File: src/rtl/mp_subtractor_serial_if.sv
// Limb-stream bundle for the serial multi-precision subtractor.
// master drives operands, start and downstream ready; slave is the subtractor.
// Ports: iStart/iC start an op; iA/iB/iValid/oReady carry limbs in;
//        oDiff/oValid/iReady/oLast carry limbs out; oBorrow/oBusy/oDone report status.
interface mp_subtractor_serial_if #(
    parameter int LIMB_WIDTH = 8
);
    logic                  iStart;
    logic                  iC;
    logic [LIMB_WIDTH-1:0] iA;
    logic [LIMB_WIDTH-1:0] iB;
    logic                  iValid;
    logic                  oReady;
    logic [LIMB_WIDTH-1:0] oDiff;
    logic                  oValid;
    logic                  iReady;
    logic                  oLast;
    logic                  oBorrow;
    logic                  oBusy;
    logic                  oDone;

    modport master (
        output iStart, iC, iA, iB, iValid, iReady,
        input  oReady, oDiff, oValid, oLast, oBorrow, oBusy, oDone
    );

    modport slave (
        input  iStart, iC, iA, iB, iValid, iReady,
        output oReady, oDiff, oValid, oLast, oBorrow, oBusy, oDone
    );
endinterface

File: src/rtl/mp_subtractor_serial.sv
// Serial multi-precision subtractor: A - B - iC processed one limb per beat, LS limb first.
// Latency: each accepted limb appears on oDiff one cycle after acceptance; oDone one cycle after last limb consumed.
// Backpressure: single output register; oReady = !oValid || iReady in RUN, so full throughput with no bubble.
// Ports: iClk/iRst (async active-high) plus bus (slave modport of mp_subtractor_serial_if).
module mp_subtractor_serial #(
    parameter int LIMB_WIDTH = 8,
    parameter int NUM_LIMBS  = 4
) (
    input  logic                   iClk,
    input  logic                   iRst,
    mp_subtractor_serial_if.slave  bus
);
    localparam int CW = (NUM_LIMBS > 1) ? $clog2(NUM_LIMBS) : 1;
    localparam logic [CW-1:0] LAST_IDX = CW'(NUM_LIMBS - 1);

    typedef enum logic [1:0] {IDLE, RUN, DRAIN} state_t;

    state_t                state;
    state_t                state_nxt;
    logic [CW-1:0]         cnt;
    logic                  borrow;
    logic [LIMB_WIDTH-1:0] diff_q;
    logic                  vld_q;
    logic                  last_q;
    logic                  borrow_out_q;
    logic                  done_q;
    logic                  ready;
    logic                  accept;
    logic                  consume;
    logic                  last_limb;
    logic [LIMB_WIDTH:0]   sub_full;

    // One extra bit catches the borrow-out: it is set exactly when iA < iB + borrow.
    assign sub_full  = {1'b0, bus.iA} - {1'b0, bus.iB} - {{LIMB_WIDTH{1'b0}}, borrow};
    assign last_limb = (cnt == LAST_IDX);
    assign accept    = bus.iValid && ready;
    assign consume   = vld_q && bus.iReady;

    always_ff @(posedge iClk or posedge iRst) begin
        if (iRst) begin
            state <= IDLE;
        end else begin
            state <= state_nxt;
        end
    end

    always_comb begin
        state_nxt = state;
        ready     = 1'b0;
        case (state)
            IDLE: begin
                if (bus.iStart) begin
                    state_nxt = RUN;
                end
            end
            RUN: begin
                ready = !vld_q || bus.iReady;
                if (bus.iValid && ready && last_limb) begin
                    state_nxt = DRAIN;
                end
            end
            DRAIN: begin
                if (vld_q && bus.iReady) begin
                    state_nxt = IDLE;
                end
            end
            default: state_nxt = IDLE;
        endcase
    end

    always_ff @(posedge iClk or posedge iRst) begin
        if (iRst) begin
            cnt          <= '0;
            borrow       <= 1'b0;
            diff_q       <= '0;
            vld_q        <= 1'b0;
            last_q       <= 1'b0;
            borrow_out_q <= 1'b0;
            done_q       <= 1'b0;
        end else begin
            done_q <= 1'b0;
            case (state)
                IDLE: begin
                    if (bus.iStart) begin
                        borrow <= bus.iC;
                        cnt    <= '0;
                    end
                end
                RUN: begin
                    if (accept) begin
                        // A new limb overwrites the register even if the old one is consumed this cycle.
                        diff_q <= sub_full[LIMB_WIDTH-1:0];
                        borrow <= sub_full[LIMB_WIDTH];
                        vld_q  <= 1'b1;
                        last_q <= last_limb;
                        if (!last_limb) begin
                            cnt <= cnt + CW'(1);
                        end
                    end else if (consume) begin
                        vld_q  <= 1'b0;
                        last_q <= 1'b0;
                    end
                end
                DRAIN: begin
                    if (consume) begin
                        vld_q        <= 1'b0;
                        last_q       <= 1'b0;
                        borrow_out_q <= borrow;
                        done_q       <= 1'b1;
                    end
                end
                default: ;
            endcase
        end
    end

    assign bus.oReady  = ready;
    assign bus.oDiff   = diff_q;
    assign bus.oValid  = vld_q;
    assign bus.oLast   = last_q;
    assign bus.oBorrow = borrow_out_q;
    assign bus.oBusy   = (state != IDLE);
    assign bus.oDone   = done_q;
endmodule

File: src/flat_wrapper.sv
// flat-port wrapper written by rule: the top's interface ports become plain ports
module mp_subtractor_serial_flat 
#(
    parameter int LIMB_WIDTH = 8,
    parameter int NUM_LIMBS  = 4
)
  (iClk, iRst, bus_iStart, bus_iC, bus_iA, bus_iB, bus_iValid, bus_iReady, bus_oReady, bus_oDiff, bus_oValid, bus_oLast, bus_oBorrow, bus_oBusy, bus_oDone);
  mp_subtractor_serial_if #(.LIMB_WIDTH(LIMB_WIDTH)) bus_i ();
  input  logic iClk;
  input  logic iRst;
  input wire logic [$bits(bus_i.iStart)-1:0] bus_iStart;
  input wire logic [$bits(bus_i.iC)-1:0] bus_iC;
  input wire logic [$bits(bus_i.iA)-1:0] bus_iA;
  input wire logic [$bits(bus_i.iB)-1:0] bus_iB;
  input wire logic [$bits(bus_i.iValid)-1:0] bus_iValid;
  input wire logic [$bits(bus_i.iReady)-1:0] bus_iReady;
  output wire logic [$bits(bus_i.oReady)-1:0] bus_oReady;
  output wire logic [$bits(bus_i.oDiff)-1:0] bus_oDiff;
  output wire logic [$bits(bus_i.oValid)-1:0] bus_oValid;
  output wire logic [$bits(bus_i.oLast)-1:0] bus_oLast;
  output wire logic [$bits(bus_i.oBorrow)-1:0] bus_oBorrow;
  output wire logic [$bits(bus_i.oBusy)-1:0] bus_oBusy;
  output wire logic [$bits(bus_i.oDone)-1:0] bus_oDone;
  assign bus_i.iStart = bus_iStart;
  assign bus_i.iC = bus_iC;
  assign bus_i.iA = bus_iA;
  assign bus_i.iB = bus_iB;
  assign bus_i.iValid = bus_iValid;
  assign bus_i.iReady = bus_iReady;
  assign bus_oReady = bus_i.oReady;
  assign bus_oDiff = bus_i.oDiff;
  assign bus_oValid = bus_i.oValid;
  assign bus_oLast = bus_i.oLast;
  assign bus_oBorrow = bus_i.oBorrow;
  assign bus_oBusy = bus_i.oBusy;
  assign bus_oDone = bus_i.oDone;
  mp_subtractor_serial #(.LIMB_WIDTH(LIMB_WIDTH), .NUM_LIMBS(NUM_LIMBS)) u_core (.iClk(iClk), .iRst(iRst), .bus(bus_i));
endmodule
File: config.mk
export PLATFORM = sky130hd
export DESIGN_NAME = mp_subtractor_serial_flat
export DESIGN_NICKNAME = d
export VERILOG_FILES = /design/src/rtl/mp_subtractor_serial_if.sv /design/src/rtl/mp_subtractor_serial.sv /design/src/flat_wrapper.sv
export SDC_FILE = /design/constraint.sdc
export NUM_CORES = 1
export LEC_CHECK = 0
export BUFFER_PORTS_ARGS = -buffer_cell sky130_fd_sc_hd__buf_2
export CAP_MARGIN = 20
export CORE_ASPECT_RATIO = 0.8
export CORE_MARGIN = 2
export CORE_UTILIZATION = 56
export CTS_CLUSTER_DIAMETER = 200
export DETAILED_ROUTE_END_ITERATION = 10
export HOLD_SLACK_MARGIN = 0.1
export PLACE_DENSITY = 0.87
export SYNTH_ARGS = -nofsm -noshare
export SYNTH_HDL_FRONTEND = slang
export SYNTH_SLANG_ARGS = --single-unit
File: constraint.sdc
create_clock -name iClk -period 3.1 [get_ports iClk]
set_input_delay 0 -clock iClk [delete_from_list [all_inputs] [get_ports iClk]]
set_output_delay 0 -clock iClk [all_outputs]
set_load 0.1 [all_outputs]
Word-level counts from Yosys, hierarchy flattened:

Cells that the tools add are included.

* add/subtract/negate cells: 3
* equal/unequal tests: 8
* reduce and logical (&&, ||, !) cells: 15
* muxes and demuxes: 20

Operators with widths (count)
* 2-to-1 mux 2 bit: 6
* 2-to-1 mux 1 bit: 9
* subtractor 8 x 8 -> 9 bit: 1
* subtractor 9 x 1 -> 9 bit: 1
* inequality test 2 x 1 -> 1 bit, second input constant: 3
* case mux 1 bit (2 select lines): 3
* case mux 2 bit (3 select lines): 1
* AND reduction 3 bit: 2
* nonzero test 2 bit: 3
* == test 2 bit, second input constant: 2
* logical AND 1 bit: 4
* inequality test 2 bit, second input constant: 2
* case mux 2 bit (2 select lines): 1
* AND reduction 2 bit: 2
* AND reduction 4 bit: 1
* adder 2 x 1 -> 2 bit, second input constant: 1
* == test 2 x 1 -> 1 bit, second input constant: 1
* zero test 2 bit: 1
* zero test 1 bit: 1
* logical OR 1 bit: 1

* word-level logic and storage cells: 54
* bits in registers: 17

Depth between registers and ports, before layout:

* depth after elaboration: 6
* gate-level depth with buffers: 9
* depth with buffers taken out: 9

Worst setup path before layout:

No wires, ideal clock.

* path type: register to register
* from: register u_core.vld_q (netlist: u_core.bus.oValid)
* to: register u_core.state[1]
* data required time: 2978 ps
* arrival: 2023 ps
* stages on the path, launching flop included: 4
* slack: 955 ps
* library setup time: 122 ps
* path through: dfrtp_1 > nand2b_2 > and2_1 > a32o_1

* word-level cells in the longest chain between the ends: 6
* elaborated cells between the ends (all ways): 8

RTL lines
* start: declaration: RTL line mp_subtractor_serial.sv:23 `logic vld_q;`
* start signal: assignment: RTL line mp_subtractor_serial.sv:76 `vld_q <= 1'b0;`
* start signal: assignment: RTL line mp_subtractor_serial.sv:94 `vld_q <= 1'b1;`
* start signal: assignment: RTL line mp_subtractor_serial.sv:100 `vld_q <= 1'b0;`
* zero test 1 bit: RTL line mp_subtractor_serial.sv:57 `ready = !vld_q || bus.iReady;`
* logical OR 1 bit: RTL line mp_subtractor_serial.sv:57
* logical AND 1 bit (2 in a row): RTL line mp_subtractor_serial.sv:58 `if (bus.iValid && ready && last_limb) begin`
* inequality test 2 x 1 -> 1 bit (no line)
* AND reduction 3 bit (no line) (*)
* end signal: assignment: RTL line mp_subtractor_serial.sv:43 `state <= state_nxt;`
* end: declaration: RTL line mp_subtractor_serial.sv:18 `state_t state;`

Every way passes the cells marked *; elsewhere a longest branch is shown, timed or not.
A chain may end at the register's enable or synchronous reset.

Worst setup path after layout:

* from: register u_core.borrow
* to: register u_core.borrow

* word-level cells in the longest chain between the ends: 3

RTL lines
* start: declaration: RTL line mp_subtractor_serial.sv:21 `logic borrow;`
* start signal: assignment: RTL line mp_subtractor_serial.sv:85 `borrow <= bus.iC;`
* start signal: assignment: RTL line mp_subtractor_serial.sv:93 `borrow <= sub_full[LIMB_WIDTH];`
* subtractor 9 x 1 -> 9 bit: RTL line mp_subtractor_serial.sv:34 `assign sub_full = {1'b0, bus.iA} - {1'b0, bus.iB} - {{LIMB_WIDTH{1'b0}}, borrow};`
* 2-to-1 mux 1 bit: RTL line mp_subtractor_serial.sv:90 `if (accept) begin`
* case mux 1 bit (2 select lines): RTL line mp_subtractor_serial.sv:82 `case (state)`

Every way passes these cells. The select of a mux whose other input is x is not followed.

==> flow_summary.json <==
{
  "die-area_mm2": 0.002740,
  "cts_buffers": 3,
  "period_share": 0.7308,
  "gp_congestion": 0.7996,
  "tightest_slew_ps": 665.5,
  "wire_per_inst_um": 13.20,
  "grt_max_degree": 18,
  "wl_mm": 2.798,
  "die_y_um": 47.22,
  "synth_compound_area_frac": 0.1684,
  "nNetsFinal": 230,
  "crit_path_max_fanout": 3,
  "cts.path.max_buffers": 2,
  "yosysMostFrequentCell": "inv_1",
  "synthSimpleGateAreaFrac": 0.1359,
  "yosysSeqAreaShare": 0.3254,
  "num_rows": 15,
  "drc": 0,
  "cts-root-buf": "clkbuf_4",
  "synth_area_leaders": "dfrtp_1 33%, ha_1 17%, inv_1 8.0%",
  "ys_ff_latch": 17,
  "fmax_mhz": 441.4,
  "met1_length_mm": 1.234,
  "holdWs_ps": 168.5,
  "status": "completed",
  "synthCells": 145,
  "syn-num-nets": 187,
  "synth_top_family_by_area": "adder cells",
  "placed_area_mm2": 0.001505,
  "netlist_area_mm2": 0.001308,
  "io_pins": 36,
  "yosysTopAreaCell": "dfrtp_1",
  "post-cts-setup-buffers": 0,
  "ys.flop_type": "dfrtp_1",
  "first_iter_violations": 18,
  "h-tree-depth": 1,
  "skew_ps": 7.212,
  "crit_type": "register to register",
  "dp_hpwl_mm": 2.257,
  "ctsResizeCount": 0,
  "crit_arrival_ps": 2480,
  "layout_min_cycle_time_ps": 2265,
  "grt-ovfl-total": 0,
  "clk_pin_slew_worst_paths_ps": 110,
  "holdCritPathClass": "input pin to register",
  "cp_slowest_stage_delay_ps": 410,
  "finalHoldViolCount": 0,
  "drt_first_pass_iters": 4,
  "yosysWarnings": 0,
  "cts_num_sinks": 17,
  "cp-start-kind": "register",
  "ys_top_cells_by_count": "28 x inv_1, 18 x ha_1, 17 x dfrtp_1, 16 x nand2_1, 11 x o21ai_1",
  "antenna_left": 0,
  "vias_per_cell": 5.363,
  "cp_cell_sequence": "inv_1, fa_1, fa_1, nand2b_1, o21ai_1, a311oi_2, mux2_1, o311ai_1",
  "async_flop_share": 1.000,
  "io_buffers": 35,
  "rsz0062_at_grt": "no",
  "final_area_mm2": 0.001583,
  "wl_met2_mm": 1.386,
  "syn_area_per_cell_um2": 9.017,
  "num_vias": 1137,
  "top_layer": "met4",
  "grt_pass1_vias": 1041,
  "maxSlewViolCount": 0,
  "worstPathBufferInverterCount": 1,
  "max_slew_margin": 0.5558,
  "grt_use_total": 0.2301,
  "die_x_um": 58.03,
  "synth_fa_ha_area_frac": 0.2029,
  "cap_violations": 0,
  "area.growth.synth_to_final_pct": 21.05,
  "critPathLaunch": "u_core.borrow",
  "n_antenna_cell": 0,
  "drive_gt1_frac": 0.2513,
  "synth_edf_count": 0,
  "core_mm2": 0.002177,
  "synth.lib_cells_used.distinct": 37,
  "critical_path.top_delay_family": "adder cells",
  "dr_wl_met3_um": 139,
  "antenna_found_initial": 0,
  "cp-end-kind": "register",
  "start_util": 0.6006,
  "nFillCells": 156,
  "fin_setup_tns_ps": 0,
  "finalSetupViolCount": 0,
  "grt_pass1_wl_mm": 4.512,
  "cts_tree": "yes",
  "synth_top_area_frac": 0.3254,
  "crit_slowest_cell": "fa_1",
  "hold_path.startpoint": "bus_iB[2]",
  "synth_xor_area_frac": 0.04689,
  "cp_common_cell": "fa_1",
  "crit_required_ps": 3310,
  "synth.area.mux_share": 0.03349,
  "clkLatencyLatePin_ps": 310,
  "postCtsHoldBufs": 5,
  "regToRegStartpoint": "u_core.borrow"
}
[logic make-up after synthesis]
group / Yosys count
muxes: 4
buffers and inverters: 30
xor gates and xnor gates: 7
DFF: 17
and+or+nand+nor: 35
AOI/OAI and AO/OA: 32
adders and majority gates: 20
[layout make-up]
cell class / instances / area, um^2 / area share
clock buffers: 3 / 22.52 / 0.01423
clock inverters: 1 / 5.005 / 0.003162
inverters: 28 / 105.1 / 0.06640
multi-input cells: 98 / 768.2 / 0.4854
flip-flops and latches: 17 / 425.4 / 0.2688
well taps: 25 / 31.28 / 0.01976
repair buffers: 40 / 225.2 / 0.1423
[final timing paths]
path	to	slack [ps]	cells past startpoint
max	u_core.borrow	830	8
min	u_core.bus.oDiff[2]	170	4
max reg2reg	u_core.borrow	830	8
min reg2reg	u_core.bus.oDiff[7]	490	2
max in group asynchronous	u_core.cnt[1]	2350	3
min in group asynchronous	u_core.borrow	320	3
[worst reg2reg max path, cell delays in order, from the launching register on]
cell and delay (ps):
dfrtp_1 380, inv_1 60, fa_1 410, fa_1 410
nand2b_1 180, o21ai_1 200, a311oi_2 130, mux2_1 330
o311ai_1 70
[flip-flops by register name (all words and copies together), names as in the netlist]
signal	flops
u_core.state	2
u_core.cnt	2
u_core.bus.oBorrow	1
u_core.bus.oLast	1
u_core.bus.oDone	1
u_core.bus.oValid	1
u_core.borrow	1
u_core.bus.oDiff	8
[cell usage in the layout (no fill, tap or decap), drive strengths merged, types with 3 or more instances in the layout]
cell type,instances
a21oi,4
buf,35
a21o,3
nor3,3
nand2,16
xnor2,4
nor2,4
dfrtp,17
inv,28
o21ai,13
nand2b,4
dlygate4sd3,5
mux2,3
xor2,3
clkbuf,3
a22o,3
o211ai,4
ha,18
[layer usage]
| layer | global-route usage | up-vias |
|---|---|---|
| met5 | 0 | - |
| met4 | 0.1023 | 0 |
| met3 | 0.05785 | 5 |
| met2 | 0.4341 | 27 |
| met1 | 0.2526 | 532 |
| li1 | - | 573 |
[per-stage QoR]
stage          cells  worst slack (ps)  utilization
5_1_grt          212             701.7       0.7270
3_3_place_gp     203             922.7       0.6914
6_report         212             834.5       0.7270
4_1_cts          212             840.9       0.7270
2_1_floorplan    145             955.3            -
3_5_place_dp     203             868.6       0.6914
Power is not shown: default switching activity piles up to over one toggle a cycle in this logic, so the estimate is an artifact.
